`config.mk`:
```
export PLATFORM = sky130hd
export DESIGN_NAME = pixel_window_engine
export DESIGN_NICKNAME = d
export VERILOG_FILES = /design/src/rtl/pixel_window_engine.sv
export SDC_FILE = /design/constraint.sdc
export NUM_CORES = 1
export LEC_CHECK = 0
export CAP_MARGIN = 20
export CORE_MARGIN = 1
export CORE_UTILIZATION = 30
export DETAILED_ROUTE_END_ITERATION = 6
export PLACE_DENSITY = 0.54
export SYNTH_ARGS = -nofsm -noshare
export SYNTH_HDL_FRONTEND = slang
export SYNTH_SLANG_ARGS = --single-unit
```
`constraint.sdc`:
```
create_clock -name clk -period 4.4 [get_ports clk]
set_input_delay 0.66 -clock clk [delete_from_list [all_inputs] [get_ports clk]]
set_output_delay 0.66 -clock clk [all_outputs]
set_load 0.005 [all_outputs]
```
`src/rtl/pixel_window_engine.sv`:
```
// Streaming KxK binary-pixel window engine.
// Accepts K-pixel columns, slides a KxK window across each line, applies one of four
// per-line ops and packs result pixels LSB-first into OUT_W-bit words with valid/ready.
module pixel_window_engine #(
    parameter int unsigned K     = 3,
    parameter int unsigned OUT_W = 32,
    parameter int unsigned THR_W = $clog2(K*K+1),
    parameter int unsigned CNT_W = $clog2(OUT_W+1)
) (
    input  logic             clk,
    input  logic             rst_n,
    input  logic [1:0]       cfg_mode,
    input  logic [THR_W-1:0] cfg_thresh,
    input  logic             in_valid,
    output logic             in_ready,
    input  logic [K-1:0]     in_col,
    input  logic             in_eol,
    output logic             out_valid,
    input  logic             out_ready,
    output logic [OUT_W-1:0] out_word,
    output logic [CNT_W-1:0] out_count,
    output logic             out_last,
    output logic             busy
);

    localparam int unsigned CC_W = $clog2(K);
    localparam int unsigned CTR  = (K-1)/2;

    typedef enum logic {
        S_FILL = 1'b0,
        S_RUN  = 1'b1
    } state_t;

    state_t                  r_state;
    logic [K-1:0][K-1:0]     r_win;
    logic [CC_W-1:0]         r_col_cnt;
    logic [1:0]              r_mode;
    logic [THR_W-1:0]        r_thresh;
    logic [CNT_W-1:0]        r_pk_cnt;
    logic [OUT_W-1:0]        r_acc;
    logic                    r_out_valid;
    logic [OUT_W-1:0]        r_out_word;
    logic [CNT_W-1:0]        r_out_count;
    logic                    r_out_last;

    logic                    w_accept;
    logic                    w_pix_en;
    logic [K-1:0][K-1:0]     w_win_next;
    logic                    w_and;
    logic                    w_or;
    logic [THR_W-1:0]        w_pop;
    logic                    w_pixel;
    logic [CNT_W-1:0]        w_cnt_inc;
    logic [OUT_W-1:0]        w_acc_new;
    logic                    w_full;

    // Output register is free whenever it is empty or being popped this cycle.
    assign in_ready  = !r_out_valid || out_ready;
    assign w_accept  = in_valid && in_ready;
    assign w_pix_en  = w_accept && (r_state == S_RUN);

    // Window after shifting in the arriving column; pixel is formed from this without delay.
    always_comb begin
        for (int i = 0; i < int'(K) - 1; i++) begin
            w_win_next[i] = r_win[i+1];
        end
        w_win_next[K-1] = in_col;
    end

    // Reduce the new window according to the mode latched at line start.
    always_comb begin
        w_and   = 1'b1;
        w_or    = 1'b0;
        w_pop   = '0;
        w_pixel = 1'b0;
        for (int i = 0; i < int'(K); i++) begin
            for (int j = 0; j < int'(K); j++) begin
                w_and = w_and & w_win_next[i][j];
                w_or  = w_or  | w_win_next[i][j];
                w_pop = w_pop + THR_W'(w_win_next[i][j]);
            end
        end
        case (r_mode)
            2'd0:    w_pixel = w_win_next[CTR][CTR];
            2'd1:    w_pixel = w_and;
            2'd2:    w_pixel = w_or;
            default: w_pixel = (w_pop >= r_thresh);
        endcase
    end

    // Packer view with the current pixel appended.
    assign w_cnt_inc = r_pk_cnt + CNT_W'(1);
    assign w_acc_new = r_acc | (OUT_W'(w_pixel) << r_pk_cnt);
    assign w_full    = w_pix_en && (w_cnt_inc == CNT_W'(OUT_W));

    // Line FSM, window, cfg latch, packer and output register.
    always_ff @(posedge clk or negedge rst_n) begin
        if (!rst_n) begin
            r_state     <= S_FILL;
            r_win       <= '0;
            r_col_cnt   <= '0;
            r_mode      <= '0;
            r_thresh    <= '0;
            r_pk_cnt    <= '0;
            r_acc       <= '0;
            r_out_valid <= 1'b0;
            r_out_word  <= '0;
            r_out_count <= '0;
            r_out_last  <= 1'b0;
        end else begin
            if (r_out_valid && out_ready) begin
                r_out_valid <= 1'b0;
            end
            if (w_accept) begin
                if (in_eol) begin
                    // Close the line: full word, partial flush or empty marker, all with last set.
                    r_out_valid <= 1'b1;
                    r_out_word  <= w_pix_en ? w_acc_new : '0;
                    r_out_count <= w_pix_en ? w_cnt_inc : '0;
                    r_out_last  <= 1'b1;
                    r_win       <= '0;
                    r_col_cnt   <= '0;
                    r_pk_cnt    <= '0;
                    r_acc       <= '0;
                    r_state     <= S_FILL;
                end else begin
                    r_win <= w_win_next;
                    if (r_state == S_FILL) begin
                        if (r_col_cnt == '0) begin
                            r_mode   <= cfg_mode;
                            r_thresh <= cfg_thresh;
                        end
                        r_col_cnt <= r_col_cnt + CC_W'(1);
                        if (r_col_cnt == CC_W'(K-2)) begin
                            r_state <= S_RUN;
                        end
                    end
                    if (w_pix_en) begin
                        if (w_full) begin
                            r_out_valid <= 1'b1;
                            r_out_word  <= w_acc_new;
                            r_out_count <= CNT_W'(OUT_W);
                            r_out_last  <= 1'b0;
                            r_pk_cnt    <= '0;
                            r_acc       <= '0;
                        end else begin
                            r_pk_cnt <= w_cnt_inc;
                            r_acc    <= w_acc_new;
                        end
                    end
                end
            end
        end
    end

    assign out_valid = r_out_valid;
    assign out_word  = r_out_word;
    assign out_count = r_out_count;
    assign out_last  = r_out_last;
    assign busy      = (r_state == S_RUN) || (r_col_cnt != '0) || r_out_valid;

endmodule

```
==> reports/qor.csv, run 1 <==
stage,metric,value,unit
floorplanning,Die ar.,0.0154,sq mm
worst_setup_path,CP endpoint,r_acc[8]$_DFFE_PN0P_,
layout,antenna cells,0,
sta,Max transition margin,31.4,%
synth,cells after synthesis,387,
clock_network,htree depth,3,
layout,Final nets,463,
synth,Main synth FF type,dfrtp_1,
clock_network,root buffer cell,clkbuf_16,
worst_hold_path,Worst Hold Class,in -> async,
synth,syn_nets,416,
floorplanning,Core ar.,0.0145,sq mm
worst_setup_path,startpoint class of the critical path,input port,
global_routing,Tot GR Track Use,15.3,%
placed_design,dpl cell area,0.00521,sq mm
synth,Yosys warnings,0,
placed_design,DP Wirelength,7.07,mm
power,PD cells,522,mW/mm^2
power,P_leak,2.39,nW
sta,period utilisation layout,98.2,%
drt,drt first pass iters,4,
global_routing,pin count of the biggest net entering global routing,71,
sta,setup TNS,0,ns
synth,asr flop ratio synth,100,%
sta,Fmax,231,MHz
drt,Antenna Violating Nets Remaining,0,
layout,footprint of the multi-input gates,0.00194,sq mm
layout,FF/Latch Area,0.00233,sq mm
worst_setup_path,worst reg2reg endpoint,r_acc[8]$_DFFE_PN0P_,
clock_network,clk sinks,93,
synth,register area share after synthesis,52.2,%
worst_setup_path,Worst Setup End Kind,register,
floorplanning,row cnt,44,
clock_network,Skew-Pair Late Insertion Delay,0.34,ns
clock_network,clock transition at the registers of the reported paths,0.06,ns
global_routing,Overflow after GRT,0,
global_routing,vias in the first global route,3318,
sta,Final min period,4.32,ns
clock_network,# hold bufs at CTS,0,
clock_network,clk buf depth,2,
power,maximum VDD drop,222,uV
clock_network,TritonCTS clock tree,done,
synth,"Cell Area, Synth",0.00446,sq mm
synth,Mean Syn Cell Area,11.5,sq um
placed_design,GP Congestion,0.796,
drt,drt wl/cell,17.6,um
outcome,status,"finished, final reports clean",
worst_setup_path,Critical R2R Launch,r_win[3]$_DFFE_PN0P_,
global_routing,first-pass GRT wire length,17.9,mm
drt,drc violations,0,
sta,final setup violation count,0,
layout,Filler cells,1418,
worst_setup_path,critical path startpoint,in_col[0],
worst_setup_path,crit path kind,in -> reg,
worst_setup_path,reg2reg path depth,16,
worst_setup_path,R2R Setup Slk,0.15,ns
global_routing,initial antenna violation count,0,
sta,Least-Margin Pin Slew,1.02,ns
layout,Final Cell Area,0.00564,sq mm
layout,share of cells above drive strength 1,14.9,%
worst_setup_path,critical path peak fanout,8,
clock_network,CTS buffer count,9,
synth,#FFs+latches synth,93,
sta,clk_skew,0.00705,ns
worst_setup_path,critical path data required time,4.63,ns
worst_setup_path,CP arrival,4.55,ns
layout,"commonest cells after routing, fill and taps aside","dfrtp_1 (93), clkdlybuf4s50_1 (52), o2bb2ai_1 (33)",
drt,drt total wl,10.9,mm
placed_design,PortBufs,55,
synth,Post-synth EDFFs,0,
floorplanning,num ports,56,
synth,post-synthesis cell type count,52,
sta,Final Max Slew Viols,0,
drt,vias,3342,
floorplanning,Die Wd,124,um
power,Design Power,2.94,mW
run,Max Cap Violations,0,
layout,post-route core utilization,38.8,%
layout,Syn-to-layout area delta,26.5,%
drt,DR iter-0 viols,210,
layout,"commonest non-fill, non-tap cell in the layout",dfrtp_1,
floorplanning,Initial Util,30.7,%
floorplanning,Vert. Die Dim,124,um
sta,final hold vios,0,
drt,via/cell ratio,5.38,
## flip-flops by register name, summed over array words and instances (netlist names)
signal / flops
r_thresh: 4
r_mode: 2
r_acc: 32
r_col_cnt: 2
out_valid: 1
r_state: 1
out_last: 1
out_word: 32
r_win: 6
out_count: 6
r_pk_cnt: 6
## cell families (layout without fill, tap and decap cells)
kind of cell	after synthesis	after routing	share of synthesized area [%]
AO/OA/AOI/OAI	138	138	25.0
flip-flops	93	93	52.2
AND/OR/NAND/NOR	71	71	9.32
buffers and inverters	58	108	5.72
adder cells (fa/ha/maj)	15	15	5.05
multiplexers	7	7	1.77
XOR/XNOR	5	5	0.982
## worst max-delay path, cell delays in order
cell,delay (ns)
buf_4,0.12
inv_8,0.03
fa_1,0.54
fa_1,0.43
fa_1,0.43
inv_1,0.08
fa_2,0.20
inv_2,0.04
fa_2,0.52
inv_2,0.04
ha_4,0.15
nor4b_2,0.24
o21ai_1,0.12
a32o_2,0.33
buf_12,0.15
and3_4,0.22
a32o_1,0.25
## stage by stage
stage,hold slack [ns],instances,setup slack (ns)
after floorplan,0.364,387,-0.0186
after global placement,0.465,602,-0.961
after detailed placement,0.472,602,-1.00
after CTS,0.473,620,0.00141
after global routing,0.497,621,-0.00959
final,0.433,621,0.0803
## area by class of cell
class / instances / area share [%]
sequential: 93 / 41.3
timing repair buffer: 70 / 12.6
clock inverter: 4 / 1.75
inverter: 24 / 1.73
tap: 184 / 4.08
clock buffer: 10 / 4.06
multi-input combinational: 236 / 34.5
## routing by layer
layer	track usage, %	vias to the layer above	share of wire (%)	wire, um
li1	-	1570	-	-
met1	21.8	1691	48	5280
met2	23.2	70	47	5150
met3	2.20	11	3.3	358
met4	6.25	0	1.4	156
met5	0	-	0	0
## Yosys cell counts (2+ instances only)
| master | number | area share (%) |
|---|---|---|
| ha_1 | 10 | 2.8 |
| a32o_1 | 28 | 6.3 |
| nand3_1 | 5 | 0.56 |
| buf_4 | 4 | 0.67 |
| xnor2_1 | 2 | 0.39 |
| buf_1 | 2 | 0.17 |
| inv_1 | 24 | 2.0 |
| buf_2 | 18 | 2.0 |
| mux2_2 | 7 | 1.8 |
| nor2_1 | 10 | 0.84 |
| nor3b_1 | 3 | 0.51 |
| o31ai_1 | 6 | 1.0 |
| nor3_1 | 8 | 0.90 |
| a22o_1 | 9 | 1.8 |
| and3_1 | 6 | 0.84 |
| and2_1 | 3 | 0.42 |
| clkbuf_1 | 10 | 0.84 |
| nor4_1 | 2 | 0.28 |
| fa_1 | 5 | 2.2 |
| nand3b_1 | 3 | 0.51 |
| dfrtp_1 | 93 | 52 |
| o21ai_0 | 4 | 0.45 |
| nor2b_1 | 6 | 0.84 |
| nand2_1 | 12 | 1.0 |
| a21oi_1 | 11 | 1.2 |
| nand2b_1 | 2 | 0.28 |
| xor2_1 | 3 | 0.59 |
| o22ai_1 | 2 | 0.28 |
| a31oi_1 | 31 | 4.3 |
| a41oi_1 | 3 | 0.59 |
| or2_2 | 2 | 0.28 |
| o2bb2ai_1 | 33 | 6.5 |
## report_power, final
part,internal [mW],switching [mW],total [mW]
combinational,0.477,0.511,0.988
sequential,0.949,0.140,1.09
clock,0.550,0.316,0.866
total,1.98,0.968,2.94
## how the worst min path moves through the flow
stage	from	end	slack (ns)	depth (start not counted)
2_1_floorplan	rst_n	out_count[0]$_DFFE_PN0P_	0.36	0
3_3_place_gp	r_win[5]$_DFFE_PN0P_	r_win[5]$_DFFE_PN0P_	0.47	2
3_5_place_dp	r_win[5]$_DFFE_PN0P_	r_win[5]$_DFFE_PN0P_	0.47	2
4_1_cts	rst_n	out_word[18]$_DFFE_PN0P_	0.47	1
5_1_grt	r_win[5]$_DFFE_PN0P_	r_win[5]$_DFFE_PN0P_	0.50	2
6_report	rst_n	out_word[18]$_DFFE_PN0P_	0.43	1
## what timing repair did
item / in CTS / in global routing
pin swaps: 10 / 5
hold endpoints to repair: 0 / 0
buffers inserted: 3 / 0
resized for setup: 12 / 4
cloned: 1 / 0
setup endpoints to repair: 64 / 64
Note: power is estimated with default switching activity, not from simulation.
==> run 2, diff against run 1 <==
- CTS_CLUSTER_SIZE: default -> 16
- SKIP_LAST_GASP: default -> 1
==> results of run 2 <==
Final layout, timing and power as in run 1 (identical DEF).
==> run 3, diff against run 2 <==
- CTS_BUF_LIST: default -> sky130_fd_sc_hd__clkbuf_4 sky130_fd_sc_hd__clkbuf_8
- CTS_CLUSTER_DIAMETER: default -> 40
==> run 3 against run 2 <==
Largest power group unchanged. Routed wire length unchanged. Register-to-register slack worse by 0.04 ns. Via count is 0.78% higher. Die area did not move. Combinational power about the same. Setup slack worse by 0.017 ns. Final area is 1.4% lower. Hold slack worse by 0.034 ns. Sequential power about the same. Highest routed layer unchanged. First-iteration DRC count down 7.6%. Clock power decreased by 22%. Maximum frequency decreased by 0.39%.
==> reports/qor.csv, run 3 (synthesized netlist as in run 1, its figures left out) <==
stage,metric,value,unit,change
clock_network,TritonCTS clock tree,done,,
sta,Least-Margin Pin Slew,1.02,ns,-0.00423 ns
placed_design,GP Congestion,0.796,,unchanged
power,P_leak,2.35,nW,-1.7%
clock_network,# hold bufs at CTS,0,,unchanged
layout,Final nets,463,,unchanged
floorplanning,Die ar.,0.0154,sq mm,unchanged
sta,Final min period,4.34,ns,+0.0169 ns
global_routing,initial antenna violation count,0,,unchanged
run,Max Cap Violations,0,,unchanged
layout,Syn-to-layout area delta,24.7,%,
clock_network,clk sinks,93,,unchanged
worst_setup_path,Worst path top cell family by delay,adder cells,,
global_routing,vias in the first global route,3309,,-0.27%
worst_hold_path,Worst Hold Class,in -> async,,
worst_setup_path,cell mode on critical path,fa_1,,
worst_setup_path,highest cell delay on the worst timing path,0.54,ns,about the same
worst_setup_path,crit path kind,in -> reg,,
floorplanning,Initial Util,30.7,%,unchanged
drt,drc violations,0,,unchanged
sta,Max transition margin,31.7,%,+0.28 points
drt,Antenna Violating Nets Remaining,0,,unchanged
floorplanning,row cnt,44,,unchanged
clock_network,CTS buffer count,9,,unchanged
worst_setup_path,CP arrival,4.60,ns,+0.05 ns
placed_design,pre-CTS setup slack,-1.00,ns,unchanged
drt,drt total wl,10.9,mm,unchanged
drt,via/cell ratio,5.42,,+0.78%
clock_network,htree depth,3,,unchanged
drt,drt wl/cell,17.6,um,unchanged
sta,period utilisation layout,98.6,%,+0.38 points
clock_network,root buffer cell,clkbuf_8,,
drt,drt first pass iters,4,,unchanged
sta,Final WS setup,0.0634,ns,-0.0169 ns
worst_setup_path,startpoint class of the critical path,input port,,
power,maximum VDD drop,186,uV,-16%
floorplanning,num ports,56,,unchanged
sta,Final Max Slew Viols,0,,unchanged
power,PD cells,498,mW/mm^2,-4.6%
layout,fin cells,621,,unchanged
layout,Filler cells,1431,,+0.92%
outcome,status,"finished, final reports clean",,
sta,Fmax,231,MHz,-0.39%
placed_design,dpl cell area,0.00521,sq mm,unchanged
layout,share of cells above drive strength 1,15.6,%,+0.69 points
worst_setup_path,"slowest stage cell, crit path",fa_1,,
sta,final hold vios,0,,unchanged
clock_network,clk buf depth,2,,unchanged
worst_setup_path,Worst Setup End Kind,register,,
placed_design,PortBufs,55,,unchanged
sta,setup TNS,0,ns,unchanged
worst_setup_path,critical path peak fanout,8,,unchanged
layout,Final Cell Area,0.00556,sq mm,-1.4%
worst_setup_path,cells along the critical path,buf_4 -> inv_8 -> fa_1 -> fa_1 -> fa_1 -> inv_1 -> fa_2 -> inv_2 -> fa_2 -> xnor2_2 -> ha_4 -> nor4b_2 -> o21ai_1 -> a32o_2 -> buf_12 -> and3_4 -> a32o_1,,
layout,post-route core utilization,38.2,%,-0.56 points
floorplanning,Core ar.,0.0145,sq mm,unchanged
layout,"commonest non-fill, non-tap cell in the layout",dfrtp_1,,
global_routing,first-pass GRT wire length,17.8,mm,-0.27%
floorplanning,Vert. Die Dim,124,um,unchanged
clock_network,clock transition at the registers of the reported paths,0.09,ns,+0.03 ns
global_routing,pin count of the biggest net entering global routing,71,,unchanged
worst_setup_path,critical path data required time,4.66,ns,+0.03 ns
placed_design,Placed Cells,602,,unchanged
clock_network,Skew-Pair Late Insertion Delay,0.37,ns,+0.03 ns
placed_design,DP Wirelength,7.07,mm,unchanged
drt,DR iter-0 viols,194,,-7.6%
layout,"commonest cells after routing, fill and taps aside","dfrtp_1 (93), clkdlybuf4s50_1 (52), o2bb2ai_1 (33)",,
worst_setup_path,WP buf/inv,5,,-1
sta,final setup violation count,0,,unchanged
drt,vias,3368,,+0.78%
global_routing,Overflow after GRT,0,,unchanged
floorplanning,Die Wd,124,um,unchanged
sta,clk_skew,0.00658,ns,-0.000473 ns
global_routing,Tot GR Track Use,15.2,%,-0.079 points
layout,antenna cells,0,,unchanged
run 3: cell counts in the layout (fill, tap and decap cells not counted):
Identical to the previous run, type by type.
run 3: stage by stage:
stage                     hold slack [ns]  total power [mW]
after global routing                0.485              2.93
final                               0.399              2.77
after detailed placement            0.472              1.94
after global placement              0.465              1.93
after CTS                           0.437              2.76
after floorplan                     0.364              1.67
run 3: where the power goes:
part / leakage (nW) / switching [mW] / internal [mW] / total, mW
registers: 1.26 / 0.140 / 0.947 / 1.09
clock network: 0.116 / 0.295 / 0.379 / 0.674
logic: 0.972 / 0.520 / 0.485 / 1.00
run 3: final cells by class:
class	count	area, sq um	share of cell area [%]
clock buffers	10	131	2.36
clock inverters	4	98.8	1.78
inverters	24	97.6	1.76
multi-input cells	236	1960	35.3
flip-flops and latches	93	2330	41.9
well taps	184	230	4.14
repair buffers	70	713	12.8
run 3: layer usage:
metal	up-vias	track usage, %	share of wire [%]
met5	-	0	0
met4	0	5.51	1.7
met3	13	2.61	4.1
met2	77	23.0	47
met1	1713	21.7	48
li1	1565	-	-
run 3: timing repair:
| item | CTS | global route |
|---|---|---|
| endpoints found under the hold margin | 0 | 0 |
| gates cloned | 1 | 0 |
| resized for setup | 10 | 10 |
| endpoints found under the setup margin | 64 | 64 |
| setup buffers | 3 | 0 |
| pin swaps | 8 | 7 |
run 3: worst paths after layout:
path / slack [ns] / cells past startpoint / startpoint / to
setup / recovery: 0.06 / 17 / in_col[0] / r_acc[8]$_DFFE_PN0P_
hold / removal: 0.40 / 1 / rst_n / out_word[18]$_DFFE_PN0P_
setup reg to reg: 0.11 / 16 / r_win[3]$_DFFE_PN0P_ / r_acc[8]$_DFFE_PN0P_
hold reg to reg: 0.49 / 1 / out_word[20]$_DFFE_PN0P_ / out_word[20]$_DFFE_PN0P_
max in group asynchronous: 3.11 / 2 / rst_n / r_win[5]$_DFFE_PN0P_
min in group clk: 0.49 / 1 / out_word[20]$_DFFE_PN0P_ / out_word[20]$_DFFE_PN0P_
